==> config.mk <==
export PLATFORM = sky130hd
export DESIGN_NAME = ss_call_ret_monitor_flat
export DESIGN_NICKNAME = d
export VERILOG_FILES = /design/src/rtl/ss_call_ret_if.sv /design/src/rtl/ss_call_ret_monitor.sv /design/src/flat_wrapper.sv
export SDC_FILE = /design/constraint.sdc
export NUM_CORES = 1
export LEC_CHECK = 0
export ABC_AREA = 1
export BUFFER_PORTS_ARGS = -buffer_cell sky130_fd_sc_hd__buf_2
export CAP_MARGIN = 0
export CORE_MARGIN = 8
export CORE_UTILIZATION = 43
export CTS_CLUSTER_DIAMETER = 120
export DETAILED_ROUTE_END_ITERATION = 7
export PLACE_DENSITY = 0.66
export RECOVER_POWER = 50
export REMOVE_ABC_BUFFERS = 1
export SETUP_SLACK_MARGIN = 0.05
export SLEW_MARGIN = 20
export SYNTH_ARGS = -nofsm -noshare
export SYNTH_HDL_FRONTEND = slang
export SYNTH_SLANG_ARGS = --single-unit
export TNS_END_PERCENT = 30
==> constraint.sdc <==
create_clock -name clk -period 3.05 [get_ports clk]
set_input_delay 0.1525 -clock clk [delete_from_list [all_inputs] [get_ports clk]]
set_output_delay 0.1525 -clock clk [all_outputs]
set_load 0.1 [all_outputs]
==> src/rtl/ss_call_ret_if.sv <==
// Commit-side and stack-side signals of the call/return shadow-stack monitor.
// The monitor uses the slave modport; the commit/stack environment uses master.
interface ss_call_ret_if #(
  parameter int unsigned XLEN  = 64,
  parameter int unsigned CNT_W = 32
);
  logic             i_commit_valid;
  logic             o_commit_ready;
  logic             i_is_call;
  logic             i_is_ret;
  logic             i_is_compressed;
  logic [XLEN-1:0]  i_pc;
  logic [XLEN-1:0]  i_ret_target;
  logic             o_push;
  logic [XLEN-1:0]  o_push_data;
  logic             i_full;
  logic             o_pop;
  logic [XLEN-1:0]  i_pop_data;
  logic             i_empty;
  logic             i_clear_viol;
  logic             o_violation;
  logic             o_viol_pulse;
  logic [XLEN-1:0]  o_viol_expected;
  logic [XLEN-1:0]  o_viol_actual;
  logic             o_overflow;
  logic             o_underflow;
  logic [CNT_W-1:0] o_call_cnt;
  logic [CNT_W-1:0] o_ret_cnt;

  modport master (
    output i_commit_valid, i_is_call, i_is_ret, i_is_compressed, i_pc, i_ret_target,
           i_full, i_pop_data, i_empty, i_clear_viol,
    input  o_commit_ready, o_push, o_push_data, o_pop, o_violation, o_viol_pulse,
           o_viol_expected, o_viol_actual, o_overflow, o_underflow, o_call_cnt, o_ret_cnt
  );

  modport slave (
    input  i_commit_valid, i_is_call, i_is_ret, i_is_compressed, i_pc, i_ret_target,
           i_full, i_pop_data, i_empty, i_clear_viol,
    output o_commit_ready, o_push, o_push_data, o_pop, o_violation, o_viol_pulse,
           o_viol_expected, o_viol_actual, o_overflow, o_underflow, o_call_cnt, o_ret_cnt
  );
endinterface

==> src/rtl/ss_call_ret_monitor.sv <==
// Commit-side shadow-stack monitor: pushes return addresses on calls, pops and
// checks them on returns, and records sticky violation / overflow / underflow status.
module ss_call_ret_monitor #(
  parameter int unsigned XLEN        = 64,
  parameter int unsigned RD_LAT      = 1,
  parameter int unsigned CNT_W       = 32,
  parameter int unsigned UNDERFLOW_V = 1
) (
  input logic          clk,
  input logic          rstn,
  ss_call_ret_if.slave bus
);
  localparam int unsigned WCNT_W = (RD_LAT > 1) ? $clog2(RD_LAT) : 1;
  localparam logic [CNT_W-1:0] CNT_MAX = '1;

  typedef enum logic [1:0] {IDLE, WAIT, CMP} state_e;

  state_e            state_q, state_d;
  logic [WCNT_W-1:0] wcnt_q, wcnt_d;
  logic [XLEN-1:0]   tgt_q, tgt_d;
  logic [XLEN-1:0]   pc_q, pc_d;
  logic              cmpr_q, cmpr_d;
  logic              defer_q, defer_d;

  logic              accept;
  logic              push_c, pop_c;
  logic [XLEN-1:0]   push_addr;
  logic              viol_ev, set_ovf, set_udf;
  logic [XLEN-1:0]   ev_exp, ev_act;
  logic              call_acc, ret_acc;

  assign accept              = bus.i_commit_valid && (state_q == IDLE);
  assign bus.o_commit_ready  = (state_q == IDLE);
  assign bus.o_push          = push_c;
  assign bus.o_pop           = pop_c;
  assign bus.o_push_data     = push_addr;

  // Next state, stack strobes and per-cycle status events.
  always_comb begin
    state_d   = state_q;
    wcnt_d    = wcnt_q;
    tgt_d     = tgt_q;
    pc_d      = pc_q;
    cmpr_d    = cmpr_q;
    defer_d   = defer_q;
    push_c    = 1'b0;
    pop_c     = 1'b0;
    push_addr = '0;
    viol_ev   = 1'b0;
    ev_exp    = '0;
    ev_act    = '0;
    set_ovf   = 1'b0;
    set_udf   = 1'b0;
    call_acc  = 1'b0;
    ret_acc   = 1'b0;

    case (state_q)
      IDLE: begin
        if (accept) begin
          call_acc = bus.i_is_call;
          ret_acc  = bus.i_is_ret;
          if (bus.i_is_ret && !bus.i_empty) begin
            // A call on the same instruction is deferred until the compare cycle.
            pop_c   = 1'b1;
            tgt_d   = bus.i_ret_target;
            pc_d    = bus.i_pc;
            cmpr_d  = bus.i_is_compressed;
            defer_d = bus.i_is_call;
            wcnt_d  = WCNT_W'(RD_LAT - 1);
            state_d = (RD_LAT > 1) ? WAIT : CMP;
          end else begin
            if (bus.i_is_ret) begin
              set_udf = 1'b1;
              if (UNDERFLOW_V != 0) begin
                viol_ev = 1'b1;
                ev_act  = bus.i_ret_target;
              end
            end
            if (bus.i_is_call) begin
              if (bus.i_full) begin
                set_ovf = 1'b1;
              end else begin
                push_c    = 1'b1;
                push_addr = bus.i_pc + (bus.i_is_compressed ? XLEN'(2) : XLEN'(4));
              end
            end
          end
        end
      end

      WAIT: begin
        wcnt_d = wcnt_q - WCNT_W'(1);
        if (wcnt_q == WCNT_W'(1)) state_d = CMP;
      end

      CMP: begin
        state_d = IDLE;
        defer_d = 1'b0;
        if (bus.i_pop_data != tgt_q) begin
          viol_ev = 1'b1;
          ev_exp  = bus.i_pop_data;
          ev_act  = tgt_q;
        end
        if (defer_q) begin
          if (bus.i_full) begin
            set_ovf = 1'b1;
          end else begin
            push_c    = 1'b1;
            push_addr = pc_q + (cmpr_q ? XLEN'(2) : XLEN'(4));
          end
        end
      end

      default: state_d = IDLE;
    endcase
  end

  // State, pending-return context and status registers.
  always_ff @(posedge clk or negedge rstn) begin
    if (!rstn) begin
      state_q             <= IDLE;
      wcnt_q              <= '0;
      tgt_q               <= '0;
      pc_q                <= '0;
      cmpr_q              <= 1'b0;
      defer_q             <= 1'b0;
      bus.o_violation     <= 1'b0;
      bus.o_viol_pulse    <= 1'b0;
      bus.o_viol_expected <= '0;
      bus.o_viol_actual   <= '0;
      bus.o_overflow      <= 1'b0;
      bus.o_underflow     <= 1'b0;
      bus.o_call_cnt      <= '0;
      bus.o_ret_cnt       <= '0;
    end else begin
      state_q          <= state_d;
      wcnt_q           <= wcnt_d;
      tgt_q            <= tgt_d;
      pc_q             <= pc_d;
      cmpr_q           <= cmpr_d;
      defer_q          <= defer_d;
      bus.o_viol_pulse <= viol_ev;
      // First violation is kept; a clear in the same cycle lets the new one in.
      if (viol_ev && (!bus.o_violation || bus.i_clear_viol)) begin
        bus.o_viol_expected <= ev_exp;
        bus.o_viol_actual   <= ev_act;
      end
      bus.o_violation <= viol_ev || (bus.o_violation && !bus.i_clear_viol);
      bus.o_overflow  <= set_ovf || (bus.o_overflow  && !bus.i_clear_viol);
      bus.o_underflow <= set_udf || (bus.o_underflow && !bus.i_clear_viol);
      if (call_acc && (bus.o_call_cnt != CNT_MAX)) bus.o_call_cnt <= bus.o_call_cnt + CNT_W'(1);
      if (ret_acc  && (bus.o_ret_cnt  != CNT_MAX)) bus.o_ret_cnt  <= bus.o_ret_cnt  + CNT_W'(1);
    end
  end
endmodule

==> src/flat_wrapper.sv <==
// flat-port wrapper written by rule: the top's interface ports become plain ports
module ss_call_ret_monitor_flat 
#(
  parameter int unsigned XLEN        = 64,
  parameter int unsigned RD_LAT      = 1,
  parameter int unsigned CNT_W       = 32,
  parameter int unsigned UNDERFLOW_V = 1
)
  (clk, rstn, bus_i_commit_valid, bus_i_is_call, bus_i_is_ret, bus_i_is_compressed, bus_i_pc, bus_i_ret_target, bus_i_full, bus_i_pop_data, bus_i_empty, bus_i_clear_viol, bus_o_commit_ready, bus_o_push, bus_o_push_data, bus_o_pop, bus_o_violation, bus_o_viol_pulse, bus_o_viol_expected, bus_o_viol_actual, bus_o_overflow, bus_o_underflow, bus_o_call_cnt, bus_o_ret_cnt);
  ss_call_ret_if #(.XLEN(XLEN), .CNT_W(CNT_W)) bus_i ();
  input logic clk;
  input logic rstn;
  input wire logic [$bits(bus_i.i_commit_valid)-1:0] bus_i_commit_valid;
  input wire logic [$bits(bus_i.i_is_call)-1:0] bus_i_is_call;
  input wire logic [$bits(bus_i.i_is_ret)-1:0] bus_i_is_ret;
  input wire logic [$bits(bus_i.i_is_compressed)-1:0] bus_i_is_compressed;
  input wire logic [$bits(bus_i.i_pc)-1:0] bus_i_pc;
  input wire logic [$bits(bus_i.i_ret_target)-1:0] bus_i_ret_target;
  input wire logic [$bits(bus_i.i_full)-1:0] bus_i_full;
  input wire logic [$bits(bus_i.i_pop_data)-1:0] bus_i_pop_data;
  input wire logic [$bits(bus_i.i_empty)-1:0] bus_i_empty;
  input wire logic [$bits(bus_i.i_clear_viol)-1:0] bus_i_clear_viol;
  output wire logic [$bits(bus_i.o_commit_ready)-1:0] bus_o_commit_ready;
  output wire logic [$bits(bus_i.o_push)-1:0] bus_o_push;
  output wire logic [$bits(bus_i.o_push_data)-1:0] bus_o_push_data;
  output wire logic [$bits(bus_i.o_pop)-1:0] bus_o_pop;
  output wire logic [$bits(bus_i.o_violation)-1:0] bus_o_violation;
  output wire logic [$bits(bus_i.o_viol_pulse)-1:0] bus_o_viol_pulse;
  output wire logic [$bits(bus_i.o_viol_expected)-1:0] bus_o_viol_expected;
  output wire logic [$bits(bus_i.o_viol_actual)-1:0] bus_o_viol_actual;
  output wire logic [$bits(bus_i.o_overflow)-1:0] bus_o_overflow;
  output wire logic [$bits(bus_i.o_underflow)-1:0] bus_o_underflow;
  output wire logic [$bits(bus_i.o_call_cnt)-1:0] bus_o_call_cnt;
  output wire logic [$bits(bus_i.o_ret_cnt)-1:0] bus_o_ret_cnt;
  assign bus_i.i_commit_valid = bus_i_commit_valid;
  assign bus_i.i_is_call = bus_i_is_call;
  assign bus_i.i_is_ret = bus_i_is_ret;
  assign bus_i.i_is_compressed = bus_i_is_compressed;
  assign bus_i.i_pc = bus_i_pc;
  assign bus_i.i_ret_target = bus_i_ret_target;
  assign bus_i.i_full = bus_i_full;
  assign bus_i.i_pop_data = bus_i_pop_data;
  assign bus_i.i_empty = bus_i_empty;
  assign bus_i.i_clear_viol = bus_i_clear_viol;
  assign bus_o_commit_ready = bus_i.o_commit_ready;
  assign bus_o_push = bus_i.o_push;
  assign bus_o_push_data = bus_i.o_push_data;
  assign bus_o_pop = bus_i.o_pop;
  assign bus_o_violation = bus_i.o_violation;
  assign bus_o_viol_pulse = bus_i.o_viol_pulse;
  assign bus_o_viol_expected = bus_i.o_viol_expected;
  assign bus_o_viol_actual = bus_i.o_viol_actual;
  assign bus_o_overflow = bus_i.o_overflow;
  assign bus_o_underflow = bus_i.o_underflow;
  assign bus_o_call_cnt = bus_i.o_call_cnt;
  assign bus_o_ret_cnt = bus_i.o_ret_cnt;
  ss_call_ret_monitor #(.XLEN(XLEN), .RD_LAT(RD_LAT), .CNT_W(CNT_W), .UNDERFLOW_V(UNDERFLOW_V)) u_core (.clk(clk), .rstn(rstn), .bus(bus_i));
endmodule
Yosys cells after proc, flatten, opt, wreduce, memory -nomap -nowiden. Cells that the tools add are included.

Reduce and logical (&&, ||, !) cells: 22. Add/sub/neg operators: 5. Muxes and demuxes: 51. Equal/unequal tests: 8.

Operators by type and width (count): 64-bit two-way mux (12); 64-bit case mux with 2 select lines (2); 64-bit adder (2); 32-bit by 1-bit adder with 32-bit output, second input constant (2); 32-bit inequality test, second input constant (2); 64-bit inequality test (1); 1-bit two-way mux (26); 3-bit AND reduction (4); 1-bit case mux with 2 select lines (5); 1-bit logical AND (8); 2-bit two-way mux (3); 3-bit two-way mux (2); 2-bit by 1-bit inequality test with 1-bit output, second input constant (3); 1-bit logical OR (4); 2-bit case mux with 2 select lines (1); 2-bit nonzero test (2); 1-bit zero test (3); 2-bit by 1-bit equality test with 1-bit output, second input constant (1); 2-bit equality test, second input constant (1); 2-bit zero test (1); 1-bit subtractor, second input constant (1).

Bits of input ports: 201. Register bits after elaboration: 329. Logic and storage cells: 100. Output and inout bits: 263.

Logic depth before layout (Yosys ltp). Gate-level depths: netlist of the first run.

Word-level depth: 7. Gate-level depth with buffers: 16. Depth with buffers taken out: 15.

Worst setup path before layout of the first run. OpenSTA, ideal clock, no wires.

Path type: flip-flop to output port. Start point: reg u_core.cmpr_q. End point: out bus_o_push_data[25]. Path buffers: 0. Cell stages (with the launch flop): 12. Arrival time: 3696 ps. Slack: -799 ps. Required time: 2897 ps. Cell sequence: dfrtp_1 ha_1 fa_1 nand2_2 nor2_2 nand2_2 nor2_1 inv_1 nor2_2 inv_1 o21ai_0 o21ai_0.

Word-level cells in the longest chain between the ends: 5.

RTL lines: from (decl) (line ss_call_ret_monitor.sv:22) `logic cmpr_q, cmpr_d;`; from (signal assigned) (line ss_call_ret_monitor.sv:140) `cmpr_q <= cmpr_d;`; 3-bit two-way mux (line ss_call_ret_monitor.sv:109) `push_addr = pc_q + (cmpr_q ? XLEN'(2) : XLEN'(4));`; 64-bit adder (line ss_call_ret_monitor.sv:109); 64-bit two-way mux (line ss_call_ret_monitor.sv:105) `if (bus.i_full) begin`; 64-bit two-way mux (line ss_call_ret_monitor.sv:104) `if (defer_q) begin`; 64-bit case mux with 2 select lines (line ss_call_ret_monitor.sv:57) `case (state_q)`; to (decl) (line flat_wrapper.sv:25) `output wire logic [$bits(bus_i.o_push_data)-1:0] bus_o_push_data;`.

No other way between the ends.

Final worst setup path of the first run.
Start point: reg u_core.pc_q[1]. End point: out bus_o_push_data[53].

Word-level cells in the longest chain between the ends: 4.

RTL lines: from (decl) (line ss_call_ret_monitor.sv:21) `logic [XLEN-1:0] pc_q, pc_d;`; from (signal assigned) (line ss_call_ret_monitor.sv:139) `pc_q <= pc_d;`; 64-bit adder (line ss_call_ret_monitor.sv:109); 64-bit two-way mux (line ss_call_ret_monitor.sv:105); 64-bit two-way mux (line ss_call_ret_monitor.sv:104); 64-bit case mux with 2 select lines (line ss_call_ret_monitor.sv:57).

No other way between the ends.

==> summary.md, run 1 <==
| Metric | Value |
|---|---|
| Outcome | complete, but fails checks |
| Failing checks | max-capacitance violations, max-slew violations, negative setup slack |
| FF-to-FF End | u_core.bus.o_viol_actual[62] |
| Utilization after layout | 0.603 |
| First-pass GRT wire length | 124 mm |
| Post-synth EDFFs | 0 |
| Iteration-0 DRC Markers | 1895 |
| Share of cells above drive strength 1 | 0.168 |
| DIE AREA | 0.0529 mm2 |
| # H-tree levels | 2 |
| Core area | 0.0453 mm2 |
| Crit Path Category | reg -> out |
| Synth Cell Area | 0.0197 mm2 |
| Cell count after synthesis | 2906 |
| Setup TNS | -0.0753 ns |
| Overall Global Routing Usage | 0.290 |
| Top-Level Pins | 464 |
| Worst Hold Depth | 5 |
| Clock Pin Slew Worst Setup and Hold Paths | 0.06 ns |
| #FFs+latches synth | 327 |
| DP HPWL | 57.1 mm |
| Remaining antenna violation count | 0 |
| Worst Hold Endpoint | u_core.state_q[1] |
| Routed wire length | 79.7 mm |
| Post-synth cell types | 51 |
| Clock Path Buffers | 3 |
| Max Cap Violations | 1 |
| Fmax | 323 MHz |
| Max FO, Critical Path | 5 |
| Synth-to-Final Area Change | 38.7% |
| Critical path's most frequent cell | nor2_4 |
| CP arrival | 2.94 ns |
| Fin crit share | 1.02 |
| Worst Path Required | 2.90 ns |
| RD Place Congestion | 0.933 |
| CTS tree | built |
| Congestion Overflow GR | 0 |
| Most frequent cells in the layout | nand2_1 (1126), dfrtp_1 (326), inv_1 (291) |
| Synth warn | 0 |
| Nets | 3769 |
| Flop-to-flop setup slack | 0.42 ns |
| Final setup violation count | 4 |
| Clock root buffer | clkbuf_16 |
| TritonCTS Buffers | 39 |
| Post-synth top flop | dfrtp_1 |
| Site row count | 78 |
| Synth async-reset ratio | 1.00 |
| Largest net degree at the start of global routing | 166 |
| CP startpoint | u_core.pc_q[1] |
| CP cell instances | ha_4 -> fa_2 -> nand2_2 -> nor2_4 -> nand2_4 -> nor2_4 -> inv_2 -> nor2_4 -> nand2_2 -> nor2_4 -> nand2_4 -> o21bai_1 -> nand3_1 -> o21ai_2 -> buf_12 |
| Hold Path Class | in -> reg |
| Sequential fraction of the synthesis area | 0.416 |
| Startpoint types | register |
| Worst min-delay path startpoint | bus_i_is_ret |
| DR WL/cell | 19.0 um |
| Vias/cell | 5.31 |
| Vias in the first global route | 21987 |
| # DRC | 0 |
| R2R cell count | 11 |
| # placed instances | 3902 |
| CP Capture Type | output port |
| Die width | 230 um |
| PwrDens | 568 mW/mm2 |
| Vias | 22255 |
| Syn Area/Cell | 6.77 um2 |
| Clock period minus worst slack | 3.10 ns |
| Post-DP Area | 0.0237 mm2 |
| Max-slew violation count | 85 |
| Slowest CP cell | dfrtp_1 |
| Die Ht | 230 um |
| Num Clock Sinks | 327 |
| Clock skew | 0.0200 ns |
| Unrepaired setup endpoints after global routing | yes |
| Starting Density | 0.435 |
| PnR worst setup slack | -0.0458 ns |
| Cell area after layout | 0.0273 mm2 |
| Initial antenna violation count | 7 |
| DRT Pass-1 Iters | 5 |
| Worst r2r src | u_core.state_q[1] |
| VDD IR max | 0.731 mV |
| Crit-path max cell delay | 0.40 ns |
| Worst-margin pin slew | 2.35 ns |
| Port bufs | 463 |
| Clk_lat worst skew | 0.56 ns |
| Finished Layout Cells | 4193 |
| Final hold vios | 0 |
| Commonest non-fill, non-tap cell in the layout | nand2_1 |
| Slew headroom | -0.565 |
| Leakage | 0.0140 uW |
[through the flow]
| step | hold slack [ns] | power [uW] | worst slack, ns |
|---|---|---|---|
| 5_1_grt | 0.114 | 16200 | -0.157 |
| 6_report | 0.0785 | 15500 | -0.0458 |
| 4_1_cts | 0.0609 | 15600 | -0.0527 |
| 3_3_place_gp | 0.224 | 10500 | 0.338 |
| 3_5_place_dp | 0.225 | 10600 | 0.293 |
| 2_1_floorplan | -0.143 | 9180 | -8.31 |
[worst max-delay path by stage]
stage	endpoint	cells past startpoint
2_1_floorplan	u_core.pc_q[0]	5
4_1_cts	bus_o_push_data[49]	14
6_report	bus_o_push_data[53]	15
3_3_place_gp	bus_o_push_data[56]	13
5_1_grt	bus_o_push_data[53]	15
3_5_place_dp	bus_o_push_data[48]	14
[critical path: cells and delay by family, from the launching register on]
family / cells / cell delay, ns
buf+inv: 2 / 0.24
compound gates: 2 / 0.28
simple gates: 9 / 1.05
flops: 1 / 0.40
fa+ha+maj: 2 / 0.42
[registers in the layout, indices dropped and copies added, names as in the netlist]
name / count
u_core.cmpr_q: 1
u_core.tgt_q: 64
u_core.bus.o_viol_expected: 64
u_core.bus.o_ret_cnt: 32
u_core.bus.o_underflow: 1
u_core.bus.o_violation: 1
u_core.bus.o_viol_pulse: 1
u_core.bus.o_overflow: 1
u_core.state_q: 1
u_core.pc_q: 64
u_core.defer_q: 1
u_core.bus.o_viol_actual: 64
u_core.bus.o_call_cnt: 32
[kinds of logic (layout without fill, tap and decap cells)]
logic type	Yosys count	after routing	synth area share
AOI/OAI and AO/OA	249	249	0.0683
xor gates and xnor gates	77	77	0.0343
adders and majority gates	8	8	0.00585
buffers and inverters	408	1090	0.0830
DFF	327	327	0.416
other	0	5	0
and+or+nand+nor	1837	1837	0.393
[synth_stat cells (12+ instances only)]
cell      instances  area [um2]
o21ai_0         164         821
clkbuf_1         31         116
o22ai_1          12        75.1
nand2_2          13        81.3
nor4_1           12        75.1
nand4_1          51         319
nand3_1         229        1150
nor3_1           67         335
inv_1           296        1110
xor2_1           53         464
dfrtp_1         327        8180
a21oi_1          37         185
nand2_1        1147        4310
xnor2_1          24         210
buf_4            13        97.6
buf_1            18        67.6
nor2_2           20         125
nor2_1          257         965
buf_2            37         185
[power by group]
group | leakage (uW) | switching (uW) | internal, uW
Sequential | 0.00423 | 632 | 4970
Combinational | 0.00918 | 4070 | 1100
Clock | 0.000630 | 1930 | 2800
Total | 0.0140 | 6640 | 8860
[area by class of cell]
class / count / area [um2]
Antenna cell: 5 / 12.5
Clock buffer: 56 / 1150
Clock inverter: 13 / 138
Fill cell: 4174 / 18000
Inverter: 308 / 1160
Multi-Input combinational cell: 2171 / 10300
Sequential cell: 327 / 8180
Tap cell: 600 / 751
Timing Repair Buffer: 713 / 5620
[per-layer routing]
| metal | vias to the layer above | routed length [um] | track usage |
|---|---|---|---|
| li1 | 10473 | - | - |
| met1 | 10501 | 31200 | 0.355 |
| met2 | 1095 | 38200 | 0.491 |
| met3 | 182 | 7180 | 0.0691 |
| met4 | 4 | 3060 | 0.113 |
| met5 | - | 27 | 0 |
[timing repair]
| item | 4_1_cts | 5_1_grt |
|---|---|---|
| endpoints found under the setup margin | 43 | 43 |
| hold buffers | 199 | 0 |
| pin swaps | 23 | 28 |
| endpoints found under the hold margin | 336 | 0 |
| resized for setup | 61 | 48 |
| buffers inserted | 9 | 9 |
(Power assumes the default switching activity.)
==> inputs of run 2 (changes only) <==
- CELL_PAD_IN_SITES_DETAIL_PLACEMENT: not set -> 0
- CELL_PAD_IN_SITES_GLOBAL_PLACEMENT: not set -> 2
- CORE_UTILIZATION: 43 -> 32
- PLACE_DENSITY: 0.66 -> not set
- PLACE_DENSITY_LB_ADDON: not set -> 0.1
==> summary.md, run 2 (synthesized netlist as in run 1, its figures left out) <==
| Metric | Value |
|---|---|
| Starting Density | 0.321 (-0.113) |
| Crit Path Category | reg -> out |
| Leakage | 0.0143 uW (+1.7%) |
| Synth-to-Final Area Change | 41.4% |
| PnR Total Power | 16200 uW (+4.8%) |
| Remaining antenna violation count | 0 (unchanged) |
| Max Cap Violations | 1 (unchanged) |
| DIE AREA | 0.0697 mm2 (+32%) |
| Num Clock Sinks | 327 (unchanged) |
| Finished Layout Cells | 4401 (+5.0%) |
| Fillcell total | 6468 (+55%) |
| Largest net degree at the start of global routing | 98 (-41%) |
| # placed instances | 4104 (+5.2%) |
| Fin crit share | 1.02 (about the same) |
| CTS tree | built |
| Clock period minus worst slack | 3.10 ns (+0.00131 ns) |
| Die width | 264 um (+15%) |
| Initial antenna violation count | 4 (-3) |
| PwrDens | 584 mW/mm2 (+2.9%) |
| # H-tree levels | 2 (unchanged) |
| Clk_lat worst skew | 0.58 ns (+0.02 ns) |
| Clock root buffer | clkbuf_16 |
| PnR worst setup slack | -0.0471 ns (-0.00131 ns) |
| Die Ht | 264 um (+15%) |
| FF+latch area | 0.00818 mm2 (unchanged) |
| DP HPWL | 61.6 mm (+7.8%) |
| Worst-margin pin slew | 2.07 ns (-0.279 ns) |
| Outcome | complete, but fails checks |
| Max FO, Critical Path | 5 (unchanged) |
| Top-Level Pins | 464 (unchanged) |
| RD Place Congestion | 0.867 (-7.1%) |
| Core area | 0.0613 mm2 (+35%) |
| Hold Path Class | in -> reg |
| Worst Path Required | 2.90 ns (about the same) |
| DRT Pass-1 Iters | 6 (+1) |
| Congestion Overflow GR | 0 (unchanged) |
| Clock skew | 0.0200 ns (-0.0000700 ns) |
| Slew headroom | -0.379 (+0.186) |
| Max-slew violation count | 74 (-13%) |
| Commonest non-fill, non-tap cell in the layout | nand2_1 |
| Iteration-0 DRC Markers | 1712 (-9.7%) |
| CP arrival | 2.94 ns (about the same) |
| Failing checks | max-capacitance violations, max-slew violations, negative setup slack |
| Vias | 21376 (-3.9%) |
| # DRC | 0 (unchanged) |
| Place WS | 0.293 ns (+0.000379 ns) |
| Clock Pin Slew Worst Setup and Hold Paths | 0.06 ns (about the same) |
| VDD IR max | 0.353 mV (-52%) |
| Vias in the first global route | 21660 (-1.5%) |
| Startpoint types | register |
| Final setup violation count | 3 (-1) |
| Routed wire length | 85.3 mm (+7.0%) |
| Port bufs | 463 (unchanged) |
| Cell area after layout | 0.0278 mm2 (+1.9%) |
| Overall Global Routing Usage | 0.240 (-0.0505) |
| Fmax | 323 MHz (about the same) |
| TritonCTS Buffers | 43 (+10%) |
| Final hold vios | 0 (unchanged) |
| Area of the multi-input gates | 0.0102 mm2 (-0.62%) |
| Nets | 3788 (+0.50%) |
| DR WL/cell | 19.4 um (+2.0%) |
| First-pass GRT wire length | 132 mm (+6.8%) |
| CP Capture Type | output port |
| Share of cells above drive strength 1 | 0.173 (+0.00535) |
| Clock Path Buffers | 3 (unchanged) |
| Site row count | 91 (+17%) |
| Vias/cell | 4.86 (-8.5%) |
| WHS | 0.0213 ns (-0.0573 ns) |
| Post-DP Area | 0.0241 mm2 (+1.7%) |
| Unrepaired setup endpoints after global routing | yes |
| Most frequent cells in the layout | nand2_1 (1126), dfrtp_1 (326), buf_2 (295) |
==> run 2: cell type report <==
type                    count  share of cell area
clock buffers              62              0.0452
multi-input cells        2171               0.367
diodes                      1           0.0000899
inverters                 308              0.0417
well taps                 790              0.0355
flip-flops and latches    327               0.294
clock inverters            14             0.00854
repair buffers            728               0.207
==> run 2: where the power goes <==
group	leakage (uW)	total (uW)	internal, uW	switching [uW]
clock network	0.000733	5470	3370	2110
logic	0.00932	5190	1110	4080
registers	0.00423	5580	4970	613
total	0.0143	16200	9450	6800
==> run 2: worst paths after layout <==
check                                                  to  slack [ns]                           start  cells after the start
max                                   bus_o_push_data[53]       -0.05                   u_core.cmpr_q                     15
min                                     u_core.state_q[1]        0.02              bus_i_commit_valid                      5
max reg2reg                                u_core.defer_q        0.54               u_core.state_q[1]                      7
min reg2reg                u_core.bus.o_viol_expected[59]        0.47  u_core.bus.o_viol_expected[59]                      2
max in group asynchronous                 u_core.pc_q[16]        0.46                            rstn                      3
min in group asynchronous  u_core.bus.o_viol_expected[59]        0.69                            rstn                      2
==> run 2: routing by layer <==
metal	part of all wire	vias up	wire (um)	GRT usage
met2	0.48	606	40500	0.406
li1	-	10518	-	-
met4	0.024	6	2040	0.0621
met5	0.00041	-	35	0
met3	0.057	121	4840	0.0430
met1	0.44	10125	37800	0.315
==> run 2: worst max-delay path, cell delays in order, from the launching register on <==
cell	delay, ns
dfrtp_1	0.35
ha_2	0.20
fa_2	0.24
nand2_2	0.08
nor2_4	0.16
nand2_4	0.11
nor2_4	0.12
inv_2	0.05
nor2_4	0.10
nand2_4	0.07
nor2_4	0.17
nand2_4	0.09
o21bai_1	0.14
nand3_1	0.11
o21ai_2	0.14
buf_12	0.21
==> run 2: stage by stage <==
stage / setup TNS (ns) / util
after floorplan: -1307.78 / -
after global placement: 0 / 0.393
after detailed placement: 0 / 0.393
after CTS: -0.346 / 0.455
after global routing: -6.71 / 0.454
final: -0.0915 / 0.454
==> run 2: timing repair <==
| item | in CTS | in global routing |
|---|---|---|
| hold buffers | 199 | 0 |
| resized for setup | 71 | 33 |
| setup buffers | 12 | 9 |
| pin swaps | 18 | 19 |
| endpoints found under the setup margin | 45 | 47 |
| endpoints found under the hold margin | 325 | 0 |
==> inputs of run 3 (changes only) <==
- ABC_AREA: 1 -> not set
- CORE_UTILIZATION: 32 -> 35
- SLEW_MARGIN: 20 -> 0
==> summary.md, run 3 <==
| Metric | Value |
|---|---|
| Outcome | complete, but fails checks |
| Failing checks | max-capacitance violations, max-slew violations, negative setup slack |
| Vias in the first global route | 16438 (-24%) |
| CP Capture Type | output port |
| TritonCTS Buffers | 41 (-4.7%) |
| DIE AREA | 0.0563 mm2 (-19%) |
| Nets | 2558 (-32%) |
| Sequential fraction of the synthesis area | 0.477 (+0.0615) |
| Top-Level Pins | 464 (unchanged) |
| Yosys top cell area share | 0.477 (+0.0615) |
| Synth-to-Final Area Change | 47.9% |
| Post-synth top flop | dfrtp_1 |
| Port bufs | 463 (unchanged) |
| Synth top cells by count | dfrtp_1 (327), xnor2_1 (187), nand3_1 (128) |
| # placed instances | 2713 (-34%) |
| Final setup violation count | 19 (+16) |
| Area of the multi-input gates | 0.00890 mm2 (-13%) |
| Largest area contributor in the netlist | dfrtp_1 |
| DR WL/cell | 21.9 um (+13%) |
| Worst r2r src | u_core.tgt_q[40] |
| Worst min-delay path startpoint | bus_i_is_ret |
| Clock Path Buffers | 3 (unchanged) |
| Unrepaired setup endpoints after global routing | yes |
| Worst Path Required | 2.90 ns (about the same) |
| RD Place Congestion | 0.827 (-4.5%) |
| Finished Layout Cells | 3009 (-32%) |
| First-pass GRT wire length | 101 mm (-23%) |
| Startpoint types | register |
| #FFs+latches synth | 327 (unchanged) |
| R2R cell count | 9 (+2) |
| Synth warn | 0 (unchanged) |
| CTS tree | built |
| Share of cells above drive strength 1 | 0.304 (+0.131) |
| Max FO, Critical Path | 5 (unchanged) |
| Post-synth EDFFs | 0 (unchanged) |
| PnR worst setup slack | -0.104 ns (-0.0565 ns) |
| Clock period minus worst slack | 3.15 ns (+0.0565 ns) |
| Clock root buffer | clkbuf_16 |
| Vias | 15695 (-27%) |
| Vias/cell | 5.22 (+7.4%) |
| Worst-margin pin slew | 2.25 ns (+0.181 ns) |
| Highest metal used | met5 |
| Area contributors post-synth | dfrtp_1 (48%), xnor2_1 (9.6%), mux2_2 (7.8%) |
| Worst Hold Depth | 3 (-2) |
| Slew headroom | -0.500 (-0.121) |
| Post-synth cell types | 42 (-18%) |
| Max Cap Violations | 1 (unchanged) |
| Die Ht | 237 um (-10%) |
| WL met3 | 3.90 mm (-19%) |
| CP arrival | 3.00 ns (+0.06 ns) |
| # DRC | 0 (unchanged) |
| Fillcell total | 4519 (-30%) |
| Clk_lat worst skew | 0.55 ns (-0.03 ns) |
| Max-slew violation count | 84 (+14%) |
| Remaining antenna violation count | 0 (unchanged) |
| Leakage | 0.0108 uW (-24%) |
| Site row count | 81 (-11%) |
| Worst Hold Endpoint | u_core.bus.o_violation |
| Largest net degree at the start of global routing | 85 (-13%) |
| Initial antenna violation count | 9 (+5) |
| VDD IR max | 0.868 mV (+150%) |
| Synth async-reset ratio | 1.00 (unchanged) |
| Overall Global Routing Usage | 0.226 (-0.0144) |
| PwrDens | 676 mW/mm2 (+16%) |
| Cell count after synthesis | 1652 (-43%) |
| DRT Pass-1 Iters | 5 (-1) |
| FF-to-FF End | u_core.bus.o_viol_actual[22] |
| M1 wire length | 29.2 mm (-23%) |
| Syn Area/Cell | 10.4 um2 (+53%) |
| Synth Cell Area | 0.0171 mm2 (-13%) |
| Metal2 WL | 30.9 mm (-24%) |
| Die width | 237 um (-10%) |
| Most common cell in the synthesized netlist | dfrtp_1 |
| Crit Path Category | reg -> out |
| Flop-to-flop setup slack | 0.38 ns (-0.16 ns) |
| # H-tree levels | 2 (unchanged) |
| Fmax | 317 MHz (-1.8%) |
| Final hold vios | 0 (unchanged) |
| Iteration-0 DRC Markers | 971 (-43%) |
| Routed wire length | 65.9 mm (-23%) |
| Most frequent cells in the layout | dfrtp_1 (320), buf_2 (293), dlygate4sd3_1 (200) |
| Congestion Overflow GR | 0 (unchanged) |
| FF+latch area | 0.00819 mm2 (about the same) |
| Setup TNS | -1.17 ns (-1.08 ns) |
| Fin crit share | 1.03 (+0.0185) |
| Clock skew | 0.0167 ns (-0.00327 ns) |
| Core area | 0.0486 mm2 (-21%) |
| Num Clock Sinks | 327 (unchanged) |
| Clock Pin Slew Worst Setup and Hold Paths | 0.06 ns (about the same) |
| WHS | 0.0538 ns (+0.0326 ns) |
| DP HPWL | 47.0 mm (-24%) |
| Commonest non-fill, non-tap cell in the layout | dfrtp_1 |
| Hold Path Class | in -> reg |
| Starting Density | 0.352 (+0.0311) |
==> run 3: cell count changes after synthesis, sizes merged, moves of 49 or more <==
cell    before  now
a221o        0   65
and2         1   70
buf         69    3
clkbuf      31   84
inv        306   94
mux2         0  119
nand2     1160   88
nand3      233  128
nor2       284   69
o21ai      176   14
o22ai       12   61
o31ai        1   64
xnor2       24  187
==> run 3: power breakdown <==
| part | total, uW | internal (uW) | switching (uW) |
|---|---|---|---|
| Combinational | 6380 | 1580 | 4800 |
| Sequential | 5870 | 5140 | 729 |
| Clock | 4900 | 2950 | 1940 |
==> run 3: what timing repair did <==
item                       4_1_cts  5_1_grt
hold endpoints to repair       339        0
gates resized for setup         60       58
pin swaps                       24       26
setup endpoints to repair       56      127
buffers inserted                 5        8
hold buffers                   200        0
gates cloned                     1        1
==> run 3: worst max-delay path, stage by stage, from the launching register on <==
cell	delay [ns]
dfrtp_1	0.36
ha_2	0.20
fa_2	0.22
nand2_2	0.06
or3_4	0.37
or3_4	0.51
nor3_4	0.22
xnor2_1	0.10
o22ai_2	0.22
buf_12	0.20
==> run 3: cell type report <==
class                           instances  share of cell area
Timing Repair Buffer                  740               0.228
Multi-Input combinational cell       1145               0.351
Inverter                               94              0.0139
Tap cell                              622              0.0307
Antenna cell                            8            0.000789
Sequential cell                       327               0.323
Clock inverter                         12             0.00483
Clock buffer                           61              0.0485
==> run 3: logic make-up after synthesis <==
group | after synthesis | synth area share
buffers and inverters | 181 | 0.0402
adders and majority gates | 8 | 0.00671
xor gates and xnor gates | 248 | 0.127
DFF | 327 | 0.477
AOI/OAI and AO/OA | 215 | 0.0968
muxes | 119 | 0.0781
and+or+nand+nor | 554 | 0.174
==> run 3: worst max path at each step <==
| stage | endpoint | cells after the start | slack (ns) | start |
|---|---|---|---|---|
| final | bus_o_push_data[49] | 9 | -0.10 | u_core.cmpr_q |
| after global routing | bus_o_push_data[45] | 9 | -0.26 | u_core.cmpr_q |
| after floorplan | u_core.pc_q[0] | 4 | -6.20 | u_core.state_q[1] |
| after detailed placement | bus_o_push_data[63] | 9 | 0.06 | u_core.cmpr_q |
| after global placement | bus_o_push_data[61] | 9 | 0.06 | u_core.cmpr_q |
| after CTS | bus_o_push_data[39] | 9 | -0.15 | u_core.pc_q[1] |
==> run 3: per-stage QoR <==
stage               utilization  setup WS [ns]  instance area, um2  total power [uW]
global placement          0.441         0.0577               21500             12000
global route              0.521         -0.259               25400             17900
floorplan                     -          -6.20               16800             10500
finish                    0.521         -0.104               25400             17100
detailed placement        0.441         0.0584               21500             12100
CTS                       0.518         -0.151               25200             17400
==> run 3: per-layer routing <==
metal / vias to the layer above / track usage
met5: - / 0
met4: 6 / 0.0706
met3: 95 / 0.0506
met2: 439 / 0.362
met1: 7829 / 0.301
li1: 7326 / -
